===== src/rtl/freqdiv_sync_gen.sv =====
// freqdiv_sync_gen: periodic one-cycle sync pulse generator that re-phases a
// bank of integer frequency dividers. The pulse period is run-time writable;
// writes made while running are held back until the current period ends, so
// no runt periods are ever produced.
module freqdiv_sync_gen #(
  parameter int CNT_W      = 16,
  parameter int PERIOD_DEF = 12,
  parameter int ARM_DLY    = 2
) (
  input  logic             clk_in,
  input  logic             rst,
  input  logic             en,
  input  logic             resync_req,
  input  logic             period_we,
  input  logic [CNT_W-1:0] period_din,
  output logic             sync,
  output logic [CNT_W-1:0] phase,
  output logic             locked,
  output logic             err
);

  localparam int ARM_W = (ARM_DLY > 1) ? $clog2(ARM_DLY) : 1;

  typedef enum logic [1:0] {
    IDLE,
    ARM,
    RUN
  } state_t;

  state_t             state;
  logic [ARM_W-1:0]   arm_cnt;
  logic [CNT_W-1:0]   period;
  logic [CNT_W-1:0]   pend_val;
  logic               pend;

  logic               din_ok;
  logic               good_we;
  logic               bad_we;
  logic               wrap;

  // Decode the period write and the end-of-period condition
  assign din_ok  = (period_din >= CNT_W'(2));
  assign good_we = period_we && din_ok;
  assign bad_we  = period_we && !din_ok;
  assign wrap    = (phase == (period - CNT_W'(1)));

  // Single state machine holding the phase counter, period, shadow and flags
  always_ff @(posedge clk_in) begin
    if (rst) begin
      state    <= IDLE;
      arm_cnt  <= '0;
      period   <= CNT_W'(PERIOD_DEF);
      pend_val <= '0;
      pend     <= 1'b0;
      sync     <= 1'b0;
      phase    <= '0;
      locked   <= 1'b0;
      err      <= 1'b0;
    end else if (!en) begin
      // Leaving RUN ends the in-flight period, so a held-back write becomes
      // the period used after the next enable.
      state  <= IDLE;
      sync   <= 1'b0;
      phase  <= '0;
      locked <= 1'b0;
      if (pend) begin
        period <= pend_val;
      end
      pend <= 1'b0;
    end else begin
      case (state)
        IDLE: begin
          sync    <= 1'b0;
          phase   <= '0;
          locked  <= 1'b0;
          state   <= ARM;
          arm_cnt <= ARM_W'(ARM_DLY - 1);
          if (good_we) begin
            period <= period_din;
          end
          if (bad_we) begin
            err <= 1'b1;
          end
        end

        ARM: begin
          if (arm_cnt == '0) begin
            state  <= RUN;
            sync   <= 1'b1;
            phase  <= '0;
            locked <= 1'b1;
          end else begin
            arm_cnt <= arm_cnt - ARM_W'(1);
            sync    <= 1'b0;
            phase   <= '0;
            locked  <= 1'b0;
          end
          if (good_we) begin
            period <= period_din;
          end
          if (bad_we) begin
            err <= 1'b1;
          end
        end

        RUN: begin
          locked <= 1'b1;
          if (resync_req) begin
            // Forced realignment also closes the current period
            sync  <= 1'b1;
            phase <= '0;
            if (pend) begin
              period <= pend_val;
            end
            pend <= 1'b0;
          end else if (wrap) begin
            // A write landing on the wrap edge starts the new period at once
            sync  <= 1'b1;
            phase <= '0;
            if (good_we) begin
              period <= period_din;
            end else if (pend) begin
              period <= pend_val;
            end
            pend <= 1'b0;
            if (bad_we) begin
              err <= 1'b1;
            end
          end else begin
            sync  <= 1'b0;
            phase <= phase + CNT_W'(1);
            if (good_we) begin
              pend_val <= period_din;
              pend     <= 1'b1;
            end
            if (bad_we) begin
              err <= 1'b1;
            end
          end
        end

        default: begin
          state  <= IDLE;
          sync   <= 1'b0;
          phase  <= '0;
          locked <= 1'b0;
        end
      endcase
    end
  end

endmodule


===== config.mk =====
export PLATFORM = sky130hd
export DESIGN_NAME = freqdiv_sync_gen
export DESIGN_NICKNAME = d
export VERILOG_FILES = /design/src/rtl/freqdiv_sync_gen.sv
export SDC_FILE = /design/constraint.sdc
export NUM_CORES = 1
export LEC_CHECK = 0
export CORE_UTILIZATION = 60
export CTS_BUF_LIST = sky130_fd_sc_hd__clkbuf_4 sky130_fd_sc_hd__clkbuf_8
export DETAILED_ROUTE_END_ITERATION = 8
export PLACE_DENSITY = 0.85
export SLEW_MARGIN = 0
export SYNTH_ARGS = -nofsm -noshare
export SYNTH_HDL_FRONTEND = slang
export SYNTH_SLANG_ARGS = --single-unit

===== constraint.sdc =====
create_clock -name clk_in -period 4.71 [get_ports clk_in]
set_clock_uncertainty 0.2 [all_clocks]
set_input_delay 0.942 -clock clk_in [delete_from_list [all_inputs] [get_ports clk_in]]
set_output_delay 0.942 -clock clk_in [all_outputs]
set_load 0.005 [all_outputs]

### Word level (Yosys, flattened, before mapping)

Cells that the tools add are included.

* bitwise gates (word level): 4
* order comparisons: 1
* reductions and logical operators: 16
* mux-type cells: 22
* add/subtract/negate cells: 3
* equal/unequal tests: 8

Operators with widths (count)
* 16-bit two-way mux: 6
* 16-bit case mux with 2 select lines: 1
* 16-bit by 1-bit adder with 16-bit output, second input constant: 1
* 16-bit == test: 1
* 16-bit by 2-bit greater-or-equal comparator with 1-bit output, second input constant: 1
* 16-bit by 1-bit subtractor with 16-bit output, second input constant: 1
* 1-bit two-way mux: 9
* 1-bit case mux with 2 select lines: 4
* 3-bit by 2-bit != test with 1-bit output, second input constant: 2
* 2-bit case mux with 3 select lines: 1
* 2-bit AND reduction: 3
* 3-bit AND reduction: 2
* 5-bit AND reduction: 1
* 5-bit OR reduction: 1
* 2-bit != test, second input constant: 2
* 4-bit != test, second input constant: 1
* 1-bit inverter: 4
* 2-bit nonzero test: 2
* 2-bit OR reduction: 2
* 3-bit nonzero test: 1
* 2-bit by 1-bit == test with 1-bit output, second input constant: 1
* 2-bit == test, second input constant: 1
* 1-bit logical AND: 2
* 2-bit logical NOT: 1
* other kinds (3): 3

* word-level logic and storage cells: 63
* input port bits: 21
* output and inout port bits: 19
* register bits: 55

### Logic depth before layout (Yosys ltp)

* word-level depth: 7
* gate-level depth with buffers: 11
* mapped depth without buffers: 10

### Worst setup path after synthesis

OpenSTA, ideal clock, no wires.

* kind: register to register
* start: register period[0]
* end: register pend_val[6]
* period minus slack after synthesis: 3.166 ns
* slack: 1.544 ns
* stages on the path, launching flop included: 12
* arrival time: 2.838 ns
* buffers on the path: 1
* setup time: 0.128 ns
* required time: 4.382 ns
* path through: dfxtp_1 > inv_1 > ha_1 > or3b_1 > nor4b_4 > nor3_1 > o31a_1 > o2111a_2 > nor3_4 > buf_6 > mux2i_1 > nor2_1

* word-level cells in the longest chain between the ends: 4

Ends and longest elaborated chain
* start, declared: line 32 `logic [CNT_W-1:0] period;`
* start signal, assigned: line 52 `period <= CNT_W'(PERIOD_DEF);`
* start signal, assigned: line 67 `period <= pend_val;`
* start signal, assigned: line 79 `period <= period_din;`
* 16-bit by 1-bit subtractor with 16-bit output: line 45 `assign wrap = (phase == (period - CNT_W'(1)));`
* 16-bit == test: line 45
* 1-bit inverter (no source line)
* 5-bit AND reduction (no source line)
* end signal, assigned: line 133 `pend_val <= period_din;`
* end, declared: line 33 `logic [CNT_W-1:0] pend_val;`

No other way between the ends.
A chain may end at the register's enable or synchronous reset.

### Worst setup path in the final report

* start: register period[0]
* end: register period[3]

* word-level cells in the longest chain between the ends: 4

Ends and longest elaborated chain (line)
* 16-bit by 1-bit subtractor with 16-bit output: 45
* 16-bit == test: 45
* 4-bit != test (no source line)
* 3-bit AND reduction (no source line)

No other way between the ends.

==> summary.txt <==
Yosys
  – Adder-cell area share of the yosys netlist: 0.0193
  – Syn_area_per_cell: 8.55 um^2
  – Gate Count Post-Synth: 379
  – Synth Area in Simple Gates: 0.244
  – Sequential fraction of the synthesis area: 0.340
  – Syn. warnings: 0
  – Async SR Flop Fraction: 0
  – Most common flop cell mapped by yosys: dfxtp_1
  – Post-synth EDFFs: 0
  – XOR/XNOR share of the synthesized area: 0.0810
  – Main combinational cell family by area after synthesis: simple AND/OR/NAND/NOR gates
  – Post-synthesis mux area share: 0.102
  – Netlist cell types: 58
  – Compound-Gate Fraction of Synth Area: 0.158
  – Synthesized area: 3240 um^2
  – Syn nets: 405
  – Yosys reg bits: 55

Setup path
  – Worst Reg-to-Reg Cells: 10
  – Startpoint types: register
  – R2R setup slack: 0.83 ns
  – R2r startpoint: period[0]
  – Critical Path Max Stage Delay: 0.81 ns
  – Crit path DAT: 3.89 ns
  – CP max FO: 15
  – CP Capture Type: register
  – CP cell instances: inv_1 -> ha_1 -> or3b_1 -> nor4b_4 -> nor3_1 -> o31a_1 -> o2111a_2 -> o21ai_1 -> a21oi_1 -> a311o_1
  – Critical path class: reg -> reg
  – Critical R2R Capture: period[3]
  – CP required: 4.72 ns
  – Max stage delay cell, worst path: o21ai_1

Clock network
  – CTS resizes: 0
  – Hold buffer count at CTS: 0
  – CTS Buf Count: 5
  – Setup bufs post-CTS: 0
  – Max clock buf depth: 2
  – CTS tree: built
  – Register clock-pin slew on the reported worst setup and hold paths: 0.10 ns
  – Clock root buffer: clkbuf_8
  – H-tree levels: 2
  – Clock latency at the later pin of the worst-skew pair: 0.32 ns
  – Clock sink count: 55

Power
  – P per Cell Area: 257 nW/um^2
  – Pleak: 1.20 nW
  – Worst vdd ir: 0.174 mV

Finish
  – Most frequent cells in the layout: 55 x dfxtp_1, 46 x nor2_1, 39 x clkdlybuf4s50_1
  – Share of cells above drive strength 1: 0.0748
  – Ant. Diodes: 0
  – Commonest non-fill, non-tap cell in the layout: dfxtp_1
  – Non-Filler Cell Area, Final: 3700 um^2
  – Area grow syn2layout: 14.0%
  – NumNets Final: 426

Floorplan
  – Core Area: 5140 um^2
  – Die footprint: 5700 um^2
  – DIE WIDTH: 75.5 um
  – Chip height: 75.5 um
  – Site row count: 26
  – # IOs: 40
  – Starting Density: 0.631

Timing
  – Fin Setup TNS: 0 ns
  – Slew @ Worst Pin: 1.02 ns
  – # setup viols final: 0
  – RSZ-0062 raised after global routing: false
  – Peak Freq: 0.258 GHz
  – Setup WS post-layout: 0.829 ns
  – Relative slew slack: 0.316
  – Final slew viol count: 0
  – Fin crit period: 3.88 ns
  – Tcrit/Tclk final: 0.824
  – Final Hold Fails: 0

Worst hold path
  – Min-Delay Path Depth: 2
  – Hold Crit Class: reg -> reg
  – WHS Endpoint: err
  – Hold_sp: err

Global route
  – Pin count of the biggest net entering global routing: 41
  – Total grt overflow: 0
  – Vias in the first global route: 2593
  – GRT Total Usage: 0.278
  – Global-route wire length before repair: 12100 um
  – Initial antenna violation count: 0

Place
  – DP Area: 3600 um^2
  – Number of port buffers: 39
  – HPWL after DPL: 5140 um
  – Global placement routability congestion: 0.826
  – Placement Setup Slack: 0.900 ns

Detailed routing
  – Wire per inst: 15.2 um
  – Final ANT Viol Nets: 0
  – WL final: 7170 um
  – DRC: 0
  – Drt pass-1 iters: 4
  – 1st-iter DRT viols: 213
  – Via count: 2826
  – Via/cell ratio: 6.00

Run
  – Max cap viols: 0

Status
  – Status: completed
## worst max-delay path, delay by kind of cell (launching register included)
family / cells / cell delay, ns
AO/OA/AOI/OAI: 5 / 1.92
AND/OR/NAND/NOR: 3 / 0.91
flip-flops: 1 / 0.38
adder cells (fa/ha/maj): 1 / 0.26
buffers and inverters: 1 / 0.10
## cell usage after synthesis (3+ instances only)
master,count,area [um^2]
mux2i_1,33,330
nor3b_1,3,22.5
buf_6,3,33.8
and3_1,5,31.3
ha_1,5,62.6
nand2b_1,3,18.8
xnor2_1,14,123
clkbuf_1,20,75.1
nand3_1,20,100
nor4_1,7,43.8
a211oi_1,6,45.0
nor2_4,7,78.8
o21ai_0,18,90.1
nor3_1,9,45.0
xor2_1,16,140
nand2_1,12,45.0
nor2_2,3,18.8
a21oi_1,30,150
o41ai_1,3,26.3
nand4_1,4,25.0
inv_1,9,33.8
or3_1,3,18.8
nor2_1,46,173
dfxtp_1,55,1100
## area by class of cell
cell class / instances / area [um^2]
multi-input cells: 287 / 1960
fillers: 437 / 1440
flip-flops and latches: 55 / 1100
repair buffers: 42 / 413
well taps: 70 / 87.6
clock buffers: 5 / 68.8
inverters: 9 / 33.8
clock inverters: 3 / 27.5
## registers in the layout (all words and copies together), names as in the netlist
| name | flops |
|---|---|
| arm_cnt | 1 |
| err | 1 |
| locked | 1 |
| pend | 1 |
| pend_val | 16 |
| period | 16 |
| phase | 16 |
| state | 2 |
| sync | 1 |
## how the worst max path moves through the flow
stage	start	to	slack (ns)	depth (start not counted)
floorplan	period[0]	pend_val[6]	1.54	11
global placement	period[0]	period[2]	1.04	10
detailed placement	period[0]	period[3]	0.90	10
CTS	period[0]	period[3]	0.84	10
global route	period[0]	period[3]	0.58	10
finish	period[0]	period[3]	0.83	10
## metal layers
metal	wire length (um)	share of wire	GRT usage	vias up
li1	-	-	-	1402
met1	3200	0.45	0.375	1319
met2	3420	0.48	0.458	100
met3	480	0.067	0.0463	5
met4	63	0.0088	0.0782	0
met5	0	0	0	-
## power by group
part           switching, mW  internal (mW)
combinational         0.0869         0.0730
sequential            0.0290          0.480
clock                  0.169          0.111
total                  0.285          0.664
## stage by stage
stage | total power [mW] | std cells | util | hold slack (ns)
3_3_place_gp | 0.669 | 463 | 0.700 | 0.269
3_5_place_dp | 0.675 | 463 | 0.700 | 0.272
4_1_cts | 0.955 | 471 | 0.719 | 0.299
2_1_floorplan | 0.627 | 379 | - | 0.260
5_1_grt | 0.996 | 471 | 0.719 | 0.342
6_report | 0.949 | 471 | 0.719 | 0.289
## cells by family after synthesis
| family | after synthesis |
|---|---|
| fa+ha+maj | 5 |
| xor+xnor | 30 |
| buf+inv | 37 |
| simple gates | 139 |
| mux | 33 |
| compound gates | 80 |
| flops | 55 |
No activity file was read; power rests on OpenSTA's default activity.
